### config.mk
export PLATFORM = sky130hd
export DESIGN_NAME = csr_trap_riscv
export DESIGN_NICKNAME = d
export VERILOG_FILES = /design/src/rtl/csr_pkg.sv /design/src/rtl/csr_alu_riscv.sv /design/src/rtl/csr_trap_riscv.sv
export SDC_FILE = /design/constraint.sdc
export NUM_CORES = 1
export LEC_CHECK = 0
export CAP_MARGIN = 5
export CORE_ASPECT_RATIO = 0.7
export CORE_UTILIZATION = 44
export CTS_BUF_LIST = sky130_fd_sc_hd__clkbuf_16
export DETAILED_ROUTE_END_ITERATION = 8
export HOLD_SLACK_MARGIN = 0.02
export PLACE_DENSITY = 0.82
export RECOVER_POWER = 100
export SLEW_MARGIN = 20
export SYNTH_ARGS = -nofsm -noshare
export SYNTH_HDL_FRONTEND = slang
export SYNTH_HIERARCHICAL = 1
export SYNTH_SLANG_ARGS = --single-unit
### constraint.sdc
create_clock -name clk_i -period 2.2 [get_ports clk_i]
set_input_delay 0.22 -clock clk_i [delete_from_list [all_inputs] [get_ports clk_i]]
set_output_delay 0.22 -clock clk_i [all_outputs]
set_load 0.01 [all_outputs]
### src/rtl/csr_pkg.sv
// Shared CSR addresses, op encoding and trap FSM states for the machine-mode CSR/trap block.
package csr_pkg;

  localparam logic [11:0] CSR_MIE      = 12'h304;
  localparam logic [11:0] CSR_MTVEC    = 12'h305;
  localparam logic [11:0] CSR_MSCRATCH = 12'h340;
  localparam logic [11:0] CSR_MEPC     = 12'h341;
  localparam logic [11:0] CSR_MCAUSE   = 12'h342;

  typedef enum logic [1:0] {
    CSR_NONE = 2'b00,
    CSR_W    = 2'b01,
    CSR_S    = 2'b10,
    CSR_C    = 2'b11
  } csr_op_t;

  typedef enum logic {
    IDLE    = 1'b0,
    HANDLER = 1'b1
  } trap_state_t;

endpackage

### src/rtl/csr_alu_riscv.sv
// Combinational CSR read-modify-write: next value from old value, operand and op.
module csr_alu_riscv
  import csr_pkg::*;
#(
  parameter int unsigned W = 32
) (
  input  logic [W-1:0] i_old,
  input  logic [W-1:0] i_wdata,
  input  logic [1:0]   i_op,
  output logic [W-1:0] o_new
);

  always_comb begin
    o_new = i_old;
    case (csr_op_t'(i_op))
      CSR_W:   o_new = i_wdata;
      CSR_S:   o_new = i_old | i_wdata;
      CSR_C:   o_new = i_old & ~i_wdata;
      default: o_new = i_old;
    endcase
  end

endmodule

### src/rtl/csr_trap_riscv.sv
// Machine-mode CSR bank plus IDLE/HANDLER trap sequencer answering the interrupt controller.
module csr_trap_riscv
  import csr_pkg::*;
#(
  parameter int unsigned XLEN      = 32,
  parameter logic [31:0] MTVEC_RST = 32'h0000_0000
) (
  input  logic            clk_i,
  input  logic            rst_i,
  input  logic [1:0]      csr_op_i,
  input  logic [11:0]     csr_addr_i,
  input  logic [XLEN-1:0] csr_wdata_i,
  input  logic [XLEN-1:0] pc_i,
  input  logic            irq_i,
  input  logic [XLEN-1:0] mcause_i,
  input  logic            mret_i,
  output logic [XLEN-1:0] csr_rdata_o,
  output logic [XLEN-1:0] mie_o,
  output logic [XLEN-1:0] mtvec_o,
  output logic [XLEN-1:0] mepc_o,
  output logic [XLEN-1:0] trap_pc_o,
  output logic            trap_take_o,
  output logic            irq_fin_o,
  output logic            in_handler_o
);

  localparam logic [XLEN-1:0] ALIGN_MASK = ~XLEN'(3);

  logic [XLEN-1:0] r_mie, r_mtvec, r_mscratch, r_mepc, r_mcause;
  trap_state_t     r_state;
  logic            r_irq_fin;

  logic [XLEN-1:0] w_new;
  logic            w_active, w_take;
  logic            w_wr_mie, w_wr_mtvec, w_wr_mscratch, w_wr_mepc, w_wr_mcause;

  // Old value of the addressed CSR; also the ALU's read operand.
  always_comb begin
    csr_rdata_o = '0;
    case (csr_addr_i)
      CSR_MIE:      csr_rdata_o = r_mie;
      CSR_MTVEC:    csr_rdata_o = r_mtvec;
      CSR_MSCRATCH: csr_rdata_o = r_mscratch;
      CSR_MEPC:     csr_rdata_o = r_mepc;
      CSR_MCAUSE:   csr_rdata_o = r_mcause;
      default:      csr_rdata_o = '0;
    endcase
  end

  csr_alu_riscv #(.W(XLEN)) u_alu (
    .i_old   (csr_rdata_o),
    .i_wdata (csr_wdata_i),
    .i_op    (csr_op_i),
    .o_new   (w_new)
  );

  assign w_active      = (csr_op_t'(csr_op_i) != CSR_NONE);
  assign w_wr_mie      = w_active && (csr_addr_i == CSR_MIE);
  assign w_wr_mtvec    = w_active && (csr_addr_i == CSR_MTVEC);
  assign w_wr_mscratch = w_active && (csr_addr_i == CSR_MSCRATCH);
  assign w_wr_mepc     = w_active && (csr_addr_i == CSR_MEPC);
  assign w_wr_mcause   = w_active && (csr_addr_i == CSR_MCAUSE);

  // No nesting: an interrupt is only accepted from IDLE, and it beats a concurrent mret.
  assign w_take      = irq_i && (r_state == IDLE);
  assign trap_take_o = w_take;
  assign trap_pc_o   = (mret_i && !w_take) ? r_mepc : r_mtvec;

  assign mie_o        = r_mie;
  assign mtvec_o      = r_mtvec;
  assign mepc_o       = r_mepc;
  assign irq_fin_o    = r_irq_fin;
  assign in_handler_o = (r_state == HANDLER);

  always_ff @(posedge clk_i) begin
    if (rst_i) begin
      r_mie      <= '0;
      r_mtvec    <= XLEN'(MTVEC_RST) & ALIGN_MASK;
      r_mscratch <= '0;
      r_mepc     <= '0;
      r_mcause   <= '0;
      r_state    <= IDLE;
      r_irq_fin  <= 1'b0;
    end else begin
      if (w_wr_mie)      r_mie      <= w_new;
      if (w_wr_mtvec)    r_mtvec    <= w_new & ALIGN_MASK;
      if (w_wr_mscratch) r_mscratch <= w_new;

      // Trap capture takes priority over software writes to mepc/mcause.
      if (w_take)         r_mepc <= pc_i & ALIGN_MASK;
      else if (w_wr_mepc) r_mepc <= w_new & ALIGN_MASK;

      if (w_take)           r_mcause <= mcause_i;
      else if (w_wr_mcause) r_mcause <= w_new;

      r_irq_fin <= 1'b0;
      case (r_state)
        IDLE: begin
          if (irq_i) r_state <= HANDLER;
        end
        HANDLER: begin
          if (mret_i) begin
            r_state   <= IDLE;
            r_irq_fin <= 1'b1;
          end
        end
        default: r_state <= IDLE;
      endcase
    end
  end

endmodule

==> reports/qor.csv <==
metric,value,unit
metal3 WL,5.51,mm
Filler Cell Count,1675,
global-route wire length before repair,61.3,mm
most frequent cells in the layout,"o21ai_0 (165), dfxtp_1 (158), nand3_1 (117), buf_4 (102), clkdlybuf4s50_1 (96)",
fraction of registers with async set/reset,0,%
violated checks,negative setup slack,
part of the cycle the worst path needs,102,%
Yosys reg bits,158,
Root Driver,clkbuf_16,
number of remaining DRC errors,0,
CP Cell Sequence,dlygate4sd2_1 > and4bb_1 > buf_6 > nand3_4 > bufbuf_16 > or3_1 > o211ai_1 > inv_1 > a22oi_2 > nand4_1 > a311oi_2,
Netlist Area Pre-Place,9290,um2
Post-synth top flop,dfxtp_1,
"Hold Vio Cnt, Final",0,
share of cells above drive strength 1,19.7,%
clock skew,0.0104,ns
Clock Latency Late Sink,0.44,ns
clock sink count,158,
Worst Path Required,2.53,ns
initial antenna violation count,3,
DR top layer,met5,
DRT antenna net count,0,
Worst Hold Class,input port to register,
deepest clock path buffer count,2,
cell count after synthesis,1188,
largest net degree at the start of global routing,159,
Slew Limit Fails,0,
area of the multi-input gates,5550,um2
crit path capture type,register,
Area growth syn-to-layout,49.2,%
clock power share,40.4,%
# hold bufs at CTS,0,
number of synthesized flops with an enable pin,0,
Leak,5.15,nW
worst relative slew slack,47.1,%
slowest cell delay on critical path,0.35,ns
Die Area,21700,um2
Synthesis Warnings,6,
Die W,176,um
Vias/cell,6.62,
Final Setup Violations,1,
post-route setup TNS,-0.0452,ns
register area share after synthesis,34.1,%
total gr overflow,0,
Flop pwr share,41.2,%
Internal Dissipation,5.35,mW
drt initial violations,2124,
vias in the first global route,11005,
DR WL/cell,23.5,um
htree depth,4,
Achievable Freq,0.445,GHz
ratio of total power to cell area,533,nW/um2
via count,11625,
GRT Overall Usage,36.7,%
Nets,1581,
Fin Hold WS,0.375,ns
Peak supply drop,0.529,mV
Die Ht,124,um
TritonRoute pass-1 iters,7,
Worst Tran Pin Value,0.794,ns
ant diodes,0,
Startpoint Class,input port,
outcome,"complete, but fails checks",
Initial Util,44.9,%
Unique masters post-synth,36,
switching pwr,2.04,mW
Core Area,20700,um2
crit path kind,input port to register,
FP Rows,44,
Placer Congestion,0.901,
WL met2,18.1,mm
Comb power frac,18.4,%
Metal-1 WL,16.0,mm
port bufs,268,
IO Pins,277,
Worst Path Max Fanout,8,
post-synthesis average cell area,7.82,um2
"commonest non-fill, non-tap cell in the layout",o21ai_0,
setup ws final,-0.0452,ns
slowest cell on the critical path,or3_1,
CTS tree,done,
DP Wirelength,25.0,mm
crit path time final,2.25,ns
Sw Ratio,27.6,%
Routed WL,41.2,mm
max cap viols,0,
flip-flop and latch area,3160,um2
total CTS buffers,17,
arrival time at the worst endpoint,2.58,ns
"Reg clk slew, reported paths",0.07,ns
-- metal layers --
layer | up-vias | GRT usage (%)
li1 | 5002 | -
met1 | 5414 | 46.3
met2 | 1019 | 57.4
met3 | 184 | 11.1
met4 | 6 | 17.4
met5 | - | 0
-- sequential cells by signal, indices dropped and copies added (netlist names) --
| name | count |
|---|---|
| irq_fin_o | 1 |
| in_handler_o | 1 |
| r_mcause | 32 |
| mie_o | 32 |
| mepc_o | 30 |
| mtvec_o | 30 |
| r_mscratch | 32 |
-- cell usage after synthesis (16+ instances only) --
library cell | number | area (um2)
nand3_1 | 122 | 611
a41oi_1 | 30 | 263
a211oi_1 | 30 | 225
clkbuf_1 | 109 | 409
mux2i_1 | 30 | 300
o21ai_0 | 165 | 826
a22oi_1 | 62 | 465
mux2_2 | 30 | 338
xnor2_1 | 32 | 280
o211ai_1 | 26 | 195
nand4_1 | 34 | 213
buf_4 | 16 | 120
o21ai_1 | 26 | 130
inv_1 | 33 | 124
or3_1 | 26 | 163
dfxtp_1 | 158 | 3160
buf_2 | 22 | 110
a21oi_1 | 97 | 485
a311oi_1 | 32 | 280
nor2_1 | 70 | 263
-- power by group through the flow --
stage / logic (mW) / clock network [mW] / registers (mW)
after global routing: 1.42 / 3.12 / 3.05
after floorplan: 0.648 / 0 / 3.09
final: 1.36 / 2.99 / 3.04
after detailed placement: 1.31 / 0 / 3.10
after CTS: 1.33 / 2.98 / 3.04
after global placement: 1.29 / 0 / 3.10
-- stage by stage --
stage	power (mW)	worst slack (ns)	instances	util (%)	area, um2
floorplan	3.74	-0.0323	1193	-	9470
detailed placement	4.41	-0.676	1684	61.8	12800
global placement	4.38	-0.617	1684	61.8	12800
finish	7.39	-0.0452	1755	66.9	13900
CTS	7.35	0.0000500	1746	66.3	13700
global route	7.59	-0.113	1755	66.9	13900
-- final timing paths --
kind,from,end,slack (ns),cells after the start
hold / removal,pc_i[16],mepc_o[16]$_SDFFE_PP0P_,0.37,3
setup reg to reg,mepc_o[30]$_SDFFE_PP0P_,r_mcause[30]$_SDFFE_PP0P_,0.22,7
setup / recovery,csr_addr_i[8],r_mcause[15]$_SDFFE_PP0P_,-0.05,11
hold reg to reg,r_mscratch[26]$_SDFFE_PP0P_,r_mscratch[26]$_SDFFE_PP0P_,0.47,2
-- timing repair --
item                                    CTS  global route
resized for setup                       174            26
endpoints found under the setup margin  206           149
gates cloned                              7             1
setup buffers                            26             9
pin swaps                                21            28
-- worst max-delay path, delay by kind of cell --
kind                   cells  cell delay [ns]
buffers and inverters      4             0.72
AND/OR/NAND/NOR            4             0.88
AO/OA/AOI/OAI              3             0.74
-- logic make-up after synthesis --
group | synth area share [%]
AO/OA/AOI/OAI | 31.3
AND/OR/NAND/NOR | 15.2
buffers and inverters | 9.46
flip-flops | 34.1
multiplexers | 6.87
XOR/XNOR | 3.02
other | 0.0404
-- cell type report --
class | instances | area share [%]
timing repair buffer | 411 | 29.5
multi-input combinational | 846 | 40.1
clock buffer | 17 | 3.07
tap | 276 | 2.49
inverter | 33 | 0.894
sequential | 158 | 22.8
clock inverter | 14 | 1.11
(Power assumes the default switching activity.)
